$ cat src/rtl/fifo_drain.sv
// Read-side controller for the 8-deep synchronous FIFO: issues rd_en, captures dout on rd_ack,
// and re-presents words on a valid/ready stream through a 2-entry skid buffer.
module fifo_drain #(
  parameter int DATA_WIDTH = 32,
  parameter int CNT_WIDTH  = 4,
  parameter int WCNT_WIDTH = 16
) (
  input  logic                  clk,
  input  logic                  reset_n,
  input  logic                  en,
  input  logic [CNT_WIDTH-1:0]  data_count,
  input  logic [DATA_WIDTH-1:0] fifo_dout,
  input  logic                  rd_ack,
  input  logic                  rd_err,
  output logic                  rd_en,
  output logic                  m_valid,
  output logic [DATA_WIDTH-1:0] m_data,
  input  logic                  m_ready,
  output logic [1:0]            state,
  output logic [WCNT_WIDTH-1:0] word_cnt,
  output logic [7:0]            err_cnt
);

  typedef enum logic [1:0] {
    IDLE  = 2'b00,
    RUN   = 2'b01,
    FULL  = 2'b10,
    DRAIN = 2'b11
  } state_t;

  state_t                cur_st, nxt_st;
  logic [1:0]            occ, occ_nxt;
  logic                  inflight;
  logic [DATA_WIDTH-1:0] ent0, ent1;
  logic                  wr, pop, rd_en_nxt;
  logic [CNT_WIDTH-1:0]  dc_eff;
  logic [2:0]            pend_nxt;

  always_comb begin
    dc_eff    = (data_count > CNT_WIDTH'(8)) ? CNT_WIDTH'(8) : data_count;
    wr        = inflight & rd_ack & ~rd_err;
    pop       = (occ != 2'd0) & m_ready;
    occ_nxt   = occ + {1'b0, wr} - {1'b0, pop};
    pend_nxt  = {1'b0, occ_nxt} + {2'b00, rd_en};
    // rd_en still high means data_count has not yet seen that read; discount it.
    rd_en_nxt = en && (pend_nxt < 3'd2) && (dc_eff > CNT_WIDTH'(rd_en));
  end

  always_ff @(posedge clk or negedge reset_n) begin
    if (!reset_n) begin
      cur_st <= IDLE;
    end else begin
      cur_st <= nxt_st;
    end
  end

  // State is a function of the pending work after this edge, so every arc
  // (including FULL->RUN on a pop and DRAIN->RUN on en) falls out directly.
  always_comb begin
    nxt_st = cur_st;
    if (!en) begin
      nxt_st = (pend_nxt == 3'd0) ? IDLE : DRAIN;
    end else begin
      nxt_st = (pend_nxt >= 3'd2) ? FULL : RUN;
    end
  end

  always_comb begin
    state   = cur_st;
    m_valid = (occ != 2'd0);
    m_data  = m_valid ? ent0 : '0;
  end

  always_ff @(posedge clk or negedge reset_n) begin
    if (!reset_n) begin
      rd_en    <= 1'b0;
      inflight <= 1'b0;
      occ      <= 2'd0;
      ent0     <= '0;
      ent1     <= '0;
      word_cnt <= '0;
      err_cnt  <= '0;
    end else begin
      rd_en    <= rd_en_nxt;
      inflight <= rd_en;
      occ      <= occ_nxt;
      if (pop) begin
        word_cnt <= word_cnt + WCNT_WIDTH'(1);
      end
      if (inflight && !wr && (err_cnt != 8'hFF)) begin
        err_cnt <= err_cnt + 8'd1;
      end
      case ({wr, pop})
        2'b10: begin
          if (occ == 2'd0) ent0 <= fifo_dout;
          else             ent1 <= fifo_dout;
        end
        2'b01: begin
          ent0 <= ent1;
          ent1 <= '0;
        end
        2'b11: begin
          if (occ == 2'd1) begin
            ent0 <= fifo_dout;
          end else begin
            ent0 <= ent1;
            ent1 <= fifo_dout;
          end
        end
        default: ;
      endcase
    end
  end

endmodule

$ cat config.mk
export PLATFORM = sky130hd
export DESIGN_NAME = fifo_drain
export DESIGN_NICKNAME = d
export VERILOG_FILES = /design/src/rtl/fifo_drain.sv
export SDC_FILE = /design/constraint.sdc
export NUM_CORES = 1
export LEC_CHECK = 0
export CAP_MARGIN = 25
export CORE_ASPECT_RATIO = 0.8
export CORE_MARGIN = 3
export CORE_UTILIZATION = 45
export CTS_CLUSTER_DIAMETER = 50
export CTS_CLUSTER_SIZE = 14
export DETAILED_ROUTE_END_ITERATION = 10
export PLACE_DENSITY = 0.76
export SLEW_MARGIN = 20
export SYNTH_ARGS = -nofsm -noshare
export SYNTH_HDL_FRONTEND = slang
export SYNTH_SLANG_ARGS = --single-unit
$ cat constraint.sdc
create_clock -name clk -period 2.1 [get_ports clk]
set_input_delay 0.63 -clock clk [delete_from_list [all_inputs] [get_ports clk]]
set_output_delay 0.63 -clock clk [all_outputs]
set_load 0.05 [all_outputs]
==> results <==
area by class of cell:
class	instances	area [um2]	area share, %
Multi-Input combinational cell	324	2480	35.8
Clock buffer	13	240	3.46
Sequential cell	94	2350	33.9
Inverter	8	32.5	0.469
Clock inverter	2	10.0	0.144
Tap cell	132	165	2.38
Timing Repair Buffer	146	1650	23.8
stage by stage:
| step | instance area [um2] | setup WS (ns) | TNS [ns] |
|---|---|---|---|
| finish | 6940 | -0.0945 | -1.55 |
| global route | 6940 | -0.155 | -4.27 |
| CTS | 6310 | -0.0489 | -0.914 |
| detailed placement | 5750 | -0.720 | -40.66 |
| global placement | 5750 | -0.683 | -35.59 |
| floorplan | 4550 | -0.154 | -1.47 |
report_power, final:
part / switching (uW) / internal, uW / total [uW]
Sequential: 568 / 2580 / 3140
Combinational: 3810 / 3030 / 6840
Clock: 639 / 794 / 1430
flip-flops by register name (all words and copies together), names as in the netlist:
name	flops
occ	2
rd_en	1
ent0	32
ent1	32
word_cnt	16
inflight	1
err_cnt	8
state	2
placed cells by master (no fill, tap or decap), types with 2 or more instances in the layout:
cell	count
clkdlybuf4s50_1	37
nor2_4	2
buf_12	11
inv_2	2
a22oi_2	29
nor2_1	3
nor2b_4	20
nor2b_2	9
clkbuf_16	15
ha_4	8
buf_8	6
nor3_1	3
o21ai_1	46
nand3_1	6
mux2_2	2
clkinv_2	2
dfrtp_1	94
buf_6	36
nand2b_1	34
and4_1	4
nor2b_1	6
xor2_1	8
a22oi_1	3
buf_4	45
o21ai_4	3
and3_1	4
clkbuf_1	4
nand2_1	75
nand4_1	6
xnor2_1	11
ha_1	3
o21ai_0	21
inv_1	5
a21oi_1	3
nand3b_1	2
buf_16	2
what timing repair did:
item / CTS / global route
setup buffers: 9 / 4
setup endpoints to repair: 100 / 91
gates cloned: 2 / 8
pin swaps: 10 / 16
gates resized for setup: 59 / 121
critical path: stages, from the launching register on:
cell	delay, ns
dfrtp_1	0.40
buf_6	0.13
nor2_4	0.17
buf_12	0.16
clkbuf_16	0.17
nor2b_4	0.04
buf_6	0.14
logic make-up after synthesis:
| family | after synthesis |
|---|---|
| xor gates and xnor gates | 22 |
| muxes | 3 |
| and+or+nand+nor | 179 |
| DFF | 94 |
| buffers and inverters | 33 |
| adders and majority gates | 12 |
| AOI/OAI and AO/OA | 108 |
per-layer routing:
| metal | GRT usage, % | vias up | share of wire, % |
|---|---|---|---|
| li1 | - | 1800 | - |
| met1 | 26.0 | 1841 | 43 |
| met2 | 32.3 | 124 | 50 |
| met3 | 5.99 | 19 | 5.3 |
| met4 | 5.08 | 0 | 1.5 |
| met5 | 0 | - | 0 |
worst min-delay path by stage:
| stage | end | start | depth (start not counted) |
|---|---|---|---|
| after floorplan | ent0[0] | reset_n | 0 |
| after global placement | ent0[18] | ent0[18] | 2 |
| after detailed placement | ent0[22] | ent0[22] | 2 |
| after CTS | err_cnt[5] | reset_n | 2 |
| after global routing | ent0[24] | reset_n | 2 |
| final | ent0[24] | reset_n | 2 |
==> key figures <==
Setup path
  • Reg-to-reg slack, setup: -0.02 ns
  • Worst Setup SP: occ[0]
  • Startpoint types: flip-flop
  • WS Path Type: flip-flop to primary output
  • FF-to-FF Start: occ[1]
  • Cell depth of the worst flop-to-flop path: 9
  • Crit path to: m_data[14]
  • Worst-path fanout max: 5
  • CP Capture Type: primary output
  • R2R Path End: state[0]
  • Worst path required time: 1.47 ns
  • CP arrival: 1.56 ns

Power and ir drop
  • P_leak: 0.00307 uW
  • Pwr dens: 1650 mW/mm2
  • Peak supply drop: 1.07 mV
  • Overall power: 11400 uW

Timing
  • Final setup violation count: 23
  • Tmin final: 2.19 ns
  • Max Freq: 0.456 GHz
  • Final Slew Violations: 0
  • Worst hold slack: 0.276 ns
  • Final period util: 104%
  • Setup repair after global routing missed its margin: yes
  • Final WS setup: -0.0945 ns
  • Clk_skew: 0.00832 ns
  • Final hold viol count: 0
  • Slew of the pin with the lowest slew margin: 0.562 ns
  • Max_slew headroom: 62.5%

Floorplanning
  • Core area: 0.00935 mm2
  • Starting Density: 47.7%
  • Total I/O pin count: 102
  • Die width: 117 um
  • # rows: 31
  • Die area: 0.0112 mm2
  • Die Ht: 95.1 um

Clocking
  • CTS tree: yes
  • # clock sinks: 94
  • Clk slew on worst S/H paths: 0.06 ns
  • Max Buffers Root-to-Sink: 2
  • Hold-fix buffers, CTS: 0
  • Clk root buf: clkbuf_16
  • Clock Latency Late Sink: 0.34 ns
  • CTS Buf Count: 9
  • H-tree Lvls: 3

Logic synthesis
  • Post-Synth Simple-Gate Area: 21.0%
  • Combinational family with the most area after synthesis: simple AND/OR/NAND/NOR gates
  • Compound-Gate Fraction of Synth Area: 14.7%
  • Async set-reset flop share out of synthesis: 100%
  • Yosys top cell by area: dfrtp_1
  • Top FF cell, synth: dfrtp_1
  • Flops & latches, synth: 94
  • Commonest cells in the netlist: dfrtp_1 (94), nand2_1 (76), o21ai_0 (61)
  • Mux cell area share after synthesis: 0.729%
  • Synth warn: 0
  • Yosys top cell area share: 52.7%
  • Synthesized area: 0.00446 mm2
  • Netlist cell types: 33
  • Synthesized Nets: 505
  • Register area share after synthesis: 52.7%
  • Synth area leaders: dfrtp_1 (53%), o21ai_0 (6.8%), nand2_1 (6.4%)
  • EDFF count, synth: 0
  • Cell with the most instances after synthesis: dfrtp_1
  • Xor/xnor share of the synthesized area: 4.32%
  • Cells after synthesis: 451
  • Synth Area in Adders: 3.36%
  • Synth Area per Inst: 9.90 um2

Finish
  • Area Growth Syn to Fin: 55.4%
  • Share of layout cells above drive strength 1: 35.1%
  • Final net count: 637
  • Final Core Density: 74.2%
  • # diodes: 0
  • Fillers: 647
  • Post-Layout Cell Count: 719

Placement
  • Port buffer count: 101
  • Post-Place Cells: 683
  • Post-DP HPWL: 6850 um
  • RePlAce Congestion: 0.777

Route
  • DR vias: 3784
  • Detailed Routing Iterations Pass 1: 4
  • Initial DRC Count: 248
  • Drt total wl: 12400 um
  • Drt wl/cell: 17.3 um
  • DRC Markers: 0
  • Vias per inst: 5.26
  • Post-DRT Antenna Nets: 0

Global route
  • Grt ovf: 0
  • Global-route wire length before repair: 17900 um
  • Vias in the first global route: 3645
  • GRT Total Usage: 19.7%
  • Largest net degree at the start of global routing: 95
  • Initial antenna violation count: 0

Status
  • Violated checks: negative setup slack
  • Outcome: complete, but fails checks

Hold path
  • Worst Hold Class: input pin to async pin

Run
  • Max cap viols: 0
No activity file was read; power rests on OpenSTA's default activity.
